<file path="config.mk">
export PLATFORM = sky130hd
export DESIGN_NAME = fir_coeff_loader
export DESIGN_NICKNAME = d
export VERILOG_FILES = /design/src/rtl/fir_coeff_loader.sv
export SDC_FILE = /design/constraint.sdc
export NUM_CORES = 1
export LEC_CHECK = 0
export CAP_MARGIN = 20
export CELL_PAD_IN_SITES_DETAIL_PLACEMENT = 1
export CELL_PAD_IN_SITES_GLOBAL_PLACEMENT = 1
export CORE_ASPECT_RATIO = 1.1
export CORE_UTILIZATION = 37
export DETAILED_ROUTE_END_ITERATION = 7
export GPL_TIMING_DRIVEN = 0
export PLACE_DENSITY_LB_ADDON = 0.1
export SLEW_MARGIN = 20
export SYNTH_ARGS = -nofsm -noshare
export SYNTH_HDL_FRONTEND = slang
export SYNTH_SLANG_ARGS = --single-unit
</file>
<file path="constraint.sdc">
create_clock -name clk -period 3.49 [get_ports clk]
set_clock_uncertainty 0.05 [all_clocks]
set_input_delay 0.698 -clock clk [delete_from_list [all_inputs] [get_ports clk]]
set_output_delay 0.698 -clock clk [all_outputs]
set_load 0.05 [all_outputs]
</file>
<file path="src/rtl/fir_coeff_loader.sv">
`default_nettype none
// ============================================================================
// Module   : fir_coeff_loader
// Purpose  : Programs the fir coefficient bank through its control-register
//            port while holding the MAC chain stalled, then flushes it.
// Revision : 1.0
// ============================================================================
module fir_coeff_loader #(
    parameter int         TAP       = 32,
    parameter int         LOG2TAP   = 5,
    parameter int         DIM_COEFF = 16,
    parameter int         WR_GAP    = 2,
    parameter logic [3:0] OP_CLR    = 4'h1,
    parameter logic [3:0] OP_STO    = 4'h2,
    parameter logic [3:0] OP_NOP    = 4'h0
) (
    input  logic                 clk,
    input  logic                 rst_n,
    input  logic                 start,
    input  logic                 ext_stall,
    input  logic                 coeff_valid,
    input  logic [DIM_COEFF-1:0] coeff_data,
    output logic                 coeff_ready,
    output logic                 fir_we,
    output logic [31:0]          fir_cr,
    output logic                 fir_stall,
    output logic                 fir_clr,
    output logic                 busy,
    output logic                 done
);

    localparam logic [2:0] c_IDLE   = 3'd0;
    localparam logic [2:0] c_CLR_WR = 3'd1;
    localparam logic [2:0] c_GAP    = 3'd2;
    localparam logic [2:0] c_LOAD   = 3'd3;
    localparam logic [2:0] c_STO_WR = 3'd4;
    localparam logic [2:0] c_NOP_WR = 3'd5;
    localparam logic [2:0] c_FLUSH  = 3'd6;

    localparam int                 c_GAP_W    = (WR_GAP < 2) ? 1 : $clog2(WR_GAP);
    localparam logic [c_GAP_W-1:0] c_GAP_LAST = c_GAP_W'(WR_GAP - 1);
    localparam logic [LOG2TAP-1:0] c_IDX_LAST = LOG2TAP'(TAP - 1);

    logic [2:0]         r_state, w_state_nxt;
    logic [2:0]         r_ret,   w_ret_nxt;
    logic [LOG2TAP-1:0] r_idx,   w_idx_nxt;
    logic [c_GAP_W-1:0] r_gap,   w_gap_nxt;
    logic               r_inc,   w_inc_nxt;
    logic [31:0]        r_cr,    w_cr_nxt;
    logic               r_done,  w_done_nxt;

    always_ff @(posedge clk or negedge rst_n) begin
        if (!rst_n) begin
            r_state <= c_IDLE;
            r_ret   <= c_IDLE;
            r_idx   <= '0;
            r_gap   <= '0;
            r_inc   <= 1'b0;
            r_cr    <= '0;
            r_done  <= 1'b0;
        end else begin
            r_state <= w_state_nxt;
            r_ret   <= w_ret_nxt;
            r_idx   <= w_idx_nxt;
            r_gap   <= w_gap_nxt;
            r_inc   <= w_inc_nxt;
            r_cr    <= w_cr_nxt;
            r_done  <= w_done_nxt;
        end
    end

    // The control word is loaded on the edge that enters a write state, so
    // fir_cr is valid exactly in the cycle fir_we is decoded high.
    always_comb begin
        w_state_nxt = r_state;
        w_ret_nxt   = r_ret;
        w_idx_nxt   = r_idx;
        w_gap_nxt   = r_gap;
        w_inc_nxt   = r_inc;
        w_cr_nxt    = r_cr;
        w_done_nxt  = 1'b0;
        case (r_state)
            c_IDLE: begin
                if (start) begin
                    w_state_nxt = c_CLR_WR;
                    w_cr_nxt    = {16'h0, 8'h0, OP_CLR, 4'h0};
                end
            end
            c_CLR_WR: begin
                w_idx_nxt   = '0;
                w_inc_nxt   = 1'b0;
                w_ret_nxt   = c_LOAD;
                w_gap_nxt   = '0;
                w_state_nxt = c_GAP;
            end
            c_GAP: begin
                if (r_gap == c_GAP_LAST) begin
                    w_state_nxt = r_ret;
                    w_gap_nxt   = '0;
                    w_inc_nxt   = 1'b0;
                    if (r_inc) begin
                        w_idx_nxt = r_idx + 1'b1;
                    end
                    if (r_ret == c_NOP_WR) begin
                        w_cr_nxt = {16'h0, 8'h0, OP_NOP, 4'h0};
                    end
                end else begin
                    w_gap_nxt = r_gap + 1'b1;
                end
            end
            c_LOAD: begin
                if (coeff_valid) begin
                    w_state_nxt = c_STO_WR;
                    w_cr_nxt    = {16'(coeff_data), 8'(r_idx), OP_STO, 4'h0};
                end
            end
            c_STO_WR: begin
                w_state_nxt = c_GAP;
                w_gap_nxt   = '0;
                if (r_idx == c_IDX_LAST) begin
                    w_ret_nxt = c_NOP_WR;
                    w_inc_nxt = 1'b0;
                end else begin
                    w_ret_nxt = c_LOAD;
                    w_inc_nxt = 1'b1;
                end
            end
            c_NOP_WR: begin
                w_state_nxt = c_GAP;
                w_gap_nxt   = '0;
                w_ret_nxt   = c_FLUSH;
            end
            c_FLUSH: begin
                w_state_nxt = c_IDLE;
                w_done_nxt  = 1'b1;
            end
            default: begin
                w_state_nxt = c_IDLE;
            end
        endcase
    end

    assign busy        = (r_state != c_IDLE);
    assign coeff_ready = (r_state == c_LOAD);
    assign fir_we      = (r_state == c_CLR_WR) || (r_state == c_STO_WR) ||
                         (r_state == c_NOP_WR);
    assign fir_clr     = (r_state == c_FLUSH);
    assign fir_stall   = busy | ext_stall;
    assign fir_cr      = r_cr;
    assign done        = r_done;

endmodule
`default_nettype wire

</file>
==> metrics.cfg, run 1 <==
[sta]
worstMarginPinSlew_ns=0.517
setup_tns_ns=0
slew_headroom_pct=65.4
finalWorstSetupSlack_ns=0.591
max_freq_ghz=0.345
grt_setup_unrepaired=false
drv_slew=0
fin_crit_ns=2.90
period_share_pct=83.1
finalHoldViolations=0
setup_viol=0

[global_routing]
grtUsageTotal_pct=21.2
grt_max_degree=24
antenna_found_initial=0
grt_pass1_wl_mm=8.86
overflow=0
grt_pass1_vias=1724

[finish]
drive_gt1_share_pct=15.6
area_growth_pct=39.3
final_area_um2=2580
layout.nets=266
most-common-layout-cells=48 x clkdlybuf4s50_1, 37 x dfrtp_1, 24 x and3_1
antenna_cells=0
layout_commonest_cell=clkdlybuf4s50_1

[cts]
path_clk_slew_ns=0.08
cts-root-buf=clkbuf_8
clk_path_buf_depth=2
htree_num_levels=2
clock_latency_ns=0.29
cts_setup_buffers=0
cts_tree=built
hold_buffers=0
cts_made_buffers=5
cts_resized=0
cts_sinks=37

[synthesis]
async_flop_share_pct=100
synth_flop_cell=dfrtp_1
postSynthAreaPerCell_um2=10.4
synthDistinctLibCells=40
synth_area_leaders=dfrtp_1 50%, a21o_1 8.5%, and3_1 8.1%, buf_4 4.0%, o21ai_0 3.0%
synth_top_cell_by_area=dfrtp_1
ys_seq_elements=37
ys_warn_count=0
synth_seq_area_share_pct=49.9
synth_top_area_share_pct=49.9
synth_area_um2=1850
synth_cells=178
synth_edf_count=0

[floorplanning]
num_rows=26
boundaryPins=59
initial_core_util_pct=39.3
coreArea_um2=4720
dieArea_um2=5300
dieWidth_um=69.5
fp.dieH_um=76.2

[setup_path]
path_class=flip-flop to primary output
crit_required_ns=2.74
cp-start-kind=flip-flop
end_kind=primary output
arrival_ns=2.15
critPathMaxFanout=10

[placed_design]
gp_congestion=0.821
portBuffers=49
placedInstanceArea_um2=2470
dpl.hpwl_mm=3.77
dp_slack_ns=0.658

[power]
peakVddDrop_mv=0.381
p_total_mw=2.33
power_density_nw_per_um2=901
leakage_nw=1.41

[drt]
vias=1557
avgRoutedWirePerCell_um=17.0
drtIter0Drc=64
vias_per_cell=5.19
first_pass_iters=4
ant_nets=0
drc=0
totalWireLength_mm=5.11

[run]
drv_cap=0

[status]
outcome=complete, no violations

[min_path]
hold_path.class=primary input to asynchronous set/reset pin

[critical path: stages, from the launching register on]
cell and delay [ns]:
dfrtp_1 0.41, buf_4 0.20, nor2_4 0.18, nand2_1 0.09, or2_2 0.28, clkdlybuf4s50_1 0.70
[through the flow]
step	hold slack, ns	cells	util (%)
2_1_floorplan	0.352	186	-
3_3_place_gp	0.408	291	51.8
3_5_place_dp	0.418	292	52.3
4_1_cts	0.284	300	54.8
5_1_grt	0.302	300	54.8
6_report	0.283	300	54.8
[where the power goes]
group / switching [mW] / internal, mW
Combinational: 0.827 / 0.472
Clock: 0.157 / 0.233
Sequential: 0.0868 / 0.552
[cells in the mapped netlist, types with 2 or more instances]
library cell	n
a21o_1	21
a21oi_1	7
a22oi_1	3
and3_1	24
buf_2	7
buf_4	10
buf_6	3
dfrtp_1	37
ha_1	2
inv_1	3
mux2i_1	2
nand2_1	12
nor2_1	8
nor2b_1	2
o21ai_0	11
o22a_1	2
[final cells by class]
type | count | area, um2
Fill cell | 540 | 2130
Sequential cell | 37 | 926
Multi-Input combinational cell | 125 | 800
Timing Repair Buffer | 50 | 513
Buffer | 21 | 148
Clock buffer | 7 | 86.3
Tap cell | 56 | 70.1
Clock inverter | 1 | 30.0
Inverter | 3 | 11.3
[path summary, 6_finish.rpt]
check | from | end | slack, ns | depth (start not counted)
max | r_state[0] | fir_stall | 0.59 | 5
min | rst_n | r_state[2] | 0.28 | 1
max reg2reg | r_idx[0] | r_idx[4] | 1.92 | 5
min reg2reg | fir_cr[23] | fir_cr[23] | 0.43 | 1
max in group asynchronous | rst_n | fir_cr[11] | 2.65 | 2
min in group clk | fir_cr[23] | fir_cr[23] | 0.43 | 1
[flip-flops by register name (all words and copies together) (netlist names)]
name,count
r_ret,3
done,1
r_gap,1
r_idx,5
fir_cr,23
r_state,3
r_inc,1
[layer usage]
| metal | GRT usage (%) | vias to the layer above | part of all wire, % |
|---|---|---|---|
| li1 | - | 728 | - |
| met1 | 26.4 | 775 | 43 |
| met2 | 36.6 | 48 | 51 |
| met3 | 4.50 | 6 | 5.1 |
| met4 | 6.12 | 0 | 1.3 |
| met5 | 0 | - | 0 |
[cell families (layout without fill, tap and decap cells)]
| group | Yosys count | count (layout) | share of synthesized area [%] |
|---|---|---|---|
| simple gates | 57 | 57 | 17.3 |
| buf+inv | 24 | 82 | 8.57 |
| mux | 3 | 3 | 1.89 |
| fa+ha+maj | 2 | 2 | 1.35 |
| xor+xnor | 1 | 1 | 0.472 |
| other cells | 1 | 9 | 0.202 |
| compound gates | 53 | 53 | 20.3 |
| flops | 37 | 37 | 49.9 |
No activity file was read; power rests on OpenSTA's default activity.
==> run 2: changes to the inputs <==
--- a/config.mk
+++ b/config.mk
@@ -9,7 +9,7 @@
 export CELL_PAD_IN_SITES_DETAIL_PLACEMENT = 1
 export CELL_PAD_IN_SITES_GLOBAL_PLACEMENT = 1
 export CORE_ASPECT_RATIO = 1.1
-export CORE_UTILIZATION = 37
+export CORE_UTILIZATION = 35
 export DETAILED_ROUTE_END_ITERATION = 7
 export GPL_TIMING_DRIVEN = 0
 export PLACE_DENSITY_LB_ADDON = 0.1
==> constraint.sdc (replaced) <==
create_clock -name clk -period 2.69 [get_ports clk]
set_clock_uncertainty 0.05 [all_clocks]
set_input_delay 0.538 -clock clk [delete_from_list [all_inputs] [get_ports clk]]
set_output_delay 0.538 -clock clk [all_outputs]
set_load 0.05 [all_outputs]
==> metrics.cfg, run 2 (synthesized netlist as in run 1, its figures left out) <==
[status]
outcome=finished, violations left
violations=DRC

[sta]
whs_ns=0.140
finalHoldViolations=0
setup_viol=0
slew_headroom_pct=65.3
worstMarginPinSlew_ns=0.519
max_freq_ghz=0.391
drv_slew=0
setup_tns_ns=0
fin_crit_ns=2.56
grt_setup_unrepaired=false
period_share_pct=95.2

[finish]
area_growth_pct=37.7
layout.nets=266
antenna_cells=0
most-common-layout-cells=45 x clkdlybuf4s50_1, 37 x dfrtp_1, 24 x and3_1
regArea_um2=926
layout_commonest_cell=clkdlybuf4s50_1
largest_register_ffs=23
fillers=594
drive_gt1_share_pct=15.2
multi_input_area_um2=800
final_area_um2=2550
utilization_pct=50.4

[drt]
drc=7
totalWireLength_mm=4.44
ant_nets=0
drtIter0Drc=53
vias_per_cell=5.04
avgRoutedWirePerCell_um=14.8
vias=1517
first_pass_iters=6

[setup_path]
cp-start-kind=flip-flop
critPathMaxFanout=10
critical_path.startpoint=r_state[1]
crit_family=buffers and inverters
arrival_ns=1.97
critPathSlowestCell=clkdlybuf4s50_1
r2r-start=r_idx[0]
critical_path.max_stage_delay_ns=0.82
path_class=flip-flop to primary output
end_kind=primary output
crit_chain=buf_6 > buf_2 > nor2_1 > clkdlybuf4s50_1
crit_required_ns=2.10
path_buf_inv=3

[global_routing]
grt_max_degree=22
overflow=0
grtUsageTotal_pct=17.3
grt_pass1_wl_mm=7.53
antenna_found_initial=0
grt_pass1_vias=1616

[power]
peakVddDrop_mv=0.525
p_sw_mw=1.34
sw_frac_of_total_pct=46.8
p_clk_share_pct=13.6
seqPwrFrac_pct=28.8
comb_power_share_pct=57.7
leakage_nw=1.40
internal_power_mw=1.52
power_density_nw_per_um2=1120
p_total_mw=2.86

[placed_design]
gp_congestion=0.782
dpl.hpwl_mm=3.30
portBuffers=49
placedInstanceArea_um2=2470

[cts]
path_clk_slew_ns=0.07
cts_setup_buffers=0
cts_tree=built
cts_sinks=37
cts_made_buffers=5
cts-root-buf=clkbuf_8
clock_latency_ns=0.29
htree_num_levels=2
clk_path_buf_depth=2

[floorplanning]
boundaryPins=59
coreArea_um2=5070
fp.dieH_um=78.3
num_rows=27
initial_core_util_pct=36.6
dieWidth_um=71.4
dieArea_um2=5590

[min_path]
hold_path.class=primary input to asynchronous set/reset pin

[run]
drv_cap=0

## run 2: cell types whose count changed in the layout (fill, tap and decap cells not counted), sizes merged
cell,delta
clkdlybuf4s50,-3
dlygate4sd2,+3
bufinv,-1
## run 2: area by class of cell
class | instances | share of cell area, %
flip-flops and latches | 37 | 36.3
inverters | 3 | 0.441
clock buffers | 7 | 3.38
well taps | 58 | 2.84
plain buffers | 21 | 5.78
multi-input cells | 125 | 31.3
repair buffers | 50 | 20.0
## run 2: repair_timing
action                     CTS  global route
setup endpoints to repair    3             0
hold buffers                 0             0
gates resized for setup      3             0
## run 2: stage by stage
step	worst slack, ns	instances
floorplan	0.595	186
global placement	0.0455	293
detailed placement	0.191	294
CTS	0.104	301
global route	0.0694	301
finish	0.130	301
## run 2: power groups by stage
stage	registers (mW)	logic (mW)	clock network (mW)
global placement	0.828	1.66	0
detailed placement	0.835	1.68	0
global route	0.845	1.78	0.428
finish	0.823	1.65	0.388
CTS	0.824	1.67	0.406
floorplan	1.14	0.868	0
## run 2: per-layer routing
layer / up-vias / GRT usage (%) / part of all wire [%] / wire length, um
met2: 40 / 29.5 / 48 / 2140
met4: 0 / 6.00 / 1.4 / 64
met3: 7 / 4.49 / 5.4 / 242
met5: - / 0 / 0 / 0
met1: 739 / 21.1 / 45 / 2000
li1: 731 / - / - / -
## run 2: worst paths after layout
| kind | end | slack (ns) | cells past startpoint |
|---|---|---|---|
| max | fir_we | 0.13 | 4 |
| min | r_state[2] | 0.14 | 1 |
| max reg2reg | r_idx[4] | 1.12 | 5 |
| min reg2reg | fir_cr[18] | 0.42 | 1 |
| max in group asynchronous | fir_cr[11] | 1.99 | 2 |
| min in group clk | fir_cr[18] | 0.42 | 1 |
## run 2: worst reg2reg max path, delay by kind of cell (launching register included)
| kind | cells | cell delay [ns] |
|---|---|---|
| DFF | 1 | 0.44 |
| AOI/OAI and AO/OA | 2 | 0.24 |
| adders and majority gates | 2 | 0.53 |
| and+or+nand+nor | 1 | 0.19 |
==> run 3: changes to the inputs <==
--- a/config.mk
+++ b/config.mk
@@ -11,9 +11,9 @@
 export CORE_ASPECT_RATIO = 1.1
 export CORE_UTILIZATION = 35
 export DETAILED_ROUTE_END_ITERATION = 7
+export GPL_ROUTABILITY_DRIVEN = 0
 export GPL_TIMING_DRIVEN = 0
 export PLACE_DENSITY_LB_ADDON = 0.1
-export SLEW_MARGIN = 20
 export SYNTH_ARGS = -nofsm -noshare
 export SYNTH_HDL_FRONTEND = slang
 export SYNTH_SLANG_ARGS = --single-unit
==> metrics.cfg, run 3 (synthesized netlist as in run 1, its figures left out) <==
[placed_design]
dpl.hpwl_mm=3.21
portBuffers=49
dp_slack_ns=0.180

[global_routing]
grt_use_met2_pct=28.3
grt.busiest_layer=met2
overflow=0
antenna_found_initial=0
grt_pass1_vias=1583
grt_pass1_wl_mm=7.59
grtUsageTotal_pct=17.5
grt.met3_usage_pct=4.49
grt_util_met1_pct=22.5
grt_max_degree=38

[setup_path]
r2r_setup_slack_ns=1.12
critical_path.max_stage_delay_ns=0.82
cp-start-kind=flip-flop
r2r-end=r_idx[4]
crit_required_ns=2.10
crit_chain=buf_6 > buf_2 > nor2_1 > clkdlybuf4s50_1
arrival_ns=1.96
critPathSlowestCell=clkdlybuf4s50_1
r2r-start=r_idx[0]
end_kind=primary output
critical_path.startpoint=r_state[1]
path_class=flip-flop to primary output
critPathMaxFanout=10
worstSetupEndpoint=fir_we
worstRegToRegCells=5

[sta]
period_share_pct=94.9
grt_setup_unrepaired=false
worstMarginPinSlew_ns=0.834
finalHoldViolations=0
setup_tns_ns=0
drv_slew=0
max_freq_ghz=0.392
fin_crit_ns=2.55
setup_viol=0
slew_headroom_pct=44.4
finalWorstSetupSlack_ns=0.137

[min_path]
hold_path.class=primary input to asynchronous set/reset pin

[power]
peakVddDrop_mv=0.492
leakage_nw=1.39
power_density_nw_per_um2=1130

[finish]
antenna_cells=0
layout_commonest_cell=clkdlybuf4s50_1
layout.nets=265
drive_gt1_share_pct=14.9
most-common-layout-cells=45 x clkdlybuf4s50_1, 37 x dfrtp_1, 24 x and3_1
largest_register_ffs=23
area_growth_pct=36.2

[drt]
drc=6
first_pass_iters=8
vias=1504
avgRoutedWirePerCell_um=14.7
totalWireLength_mm=4.40
vias_per_cell=5.01
ant_nets=0
drtIter0Drc=58

[cts]
cts_resized=3
path_clk_slew_ns=0.07
clk_path_buf_depth=2
cts_sinks=37
cts_setup_buffers=0
cts_tree=built
cts-root-buf=clkbuf_8
htree_num_levels=2
clock_latency_ns=0.29
cts_made_buffers=5
hold_buffers=0

[floorplanning]
dieWidth_um=71.4
boundaryPins=59
fp.dieH_um=78.3
num_rows=27
coreArea_um2=5070
dieArea_um2=5590
initial_core_util_pct=36.6

[status]
outcome=finished, violations left
violations=DRC

[run]
drv_cap=0

run 3: changes by cell type in the layout (fill, tap and decap cells not counted):
cell	previous run	this run
buf_16	1	0
run 3: layer usage:
| metal | part of all wire, % | wire length, um |
|---|---|---|
| met2 | 47 | 2050 |
| met4 | 1.3 | 59 |
| met3 | 4.7 | 208 |
| met1 | 47 | 2080 |
| met5 | 0 | 0 |
run 3: critical path: cells and delay by family (launching register included):
kind / cells / cell delay, ns
buffers and inverters: 3 / 1.15
flip-flops: 1 / 0.37
AND/OR/NAND/NOR: 1 / 0.16
run 3: power by group:
| group | total [mW] | internal, mW | switching (mW) |
|---|---|---|---|
| sequential | 0.822 | 0.717 | 0.106 |
| combinational | 1.65 | 0.598 | 1.05 |
| clock | 0.389 | 0.203 | 0.186 |
run 3: worst min-delay path by stage:
stage | from | endpoint | slack (ns) | cells after the start
global route | rst_n | fir_cr[27] | 0.38 | 1
detailed placement | fir_cr[16] | fir_cr[16] | 0.41 | 1
floorplan | rst_n | done | 0.19 | 0
global placement | fir_cr[27] | fir_cr[27] | 0.41 | 1
finish | rst_n | fir_cr[27] | 0.30 | 1
CTS | rst_n | fir_cr[27] | 0.34 | 1
run 3: final cells by class:
type / count / area [um2]
buffer: 21 / 148
clock buffer: 7 / 86.3
fill: 597 / 2540
inverter: 3 / 11.3
multi-input combinational: 125 / 800
sequential: 37 / 926
tap: 58 / 72.6
timing repair buffer: 49 / 482
run 3: through the flow:
stage | power [mW] | hold WS, ns | cells | utilization (%) | area (um2)
4_1_cts | 2.89 | 0.338 | 300 | 49.8 | 2520
6_report | 2.86 | 0.302 | 300 | 49.8 | 2520
5_1_grt | 3.05 | 0.380 | 300 | 49.8 | 2520
2_1_floorplan | 2.01 | 0.192 | 186 | - | 1880
3_5_place_dp | 2.51 | 0.414 | 293 | 48.2 | 2440
3_3_place_gp | 2.49 | 0.407 | 293 | 48.3 | 2450
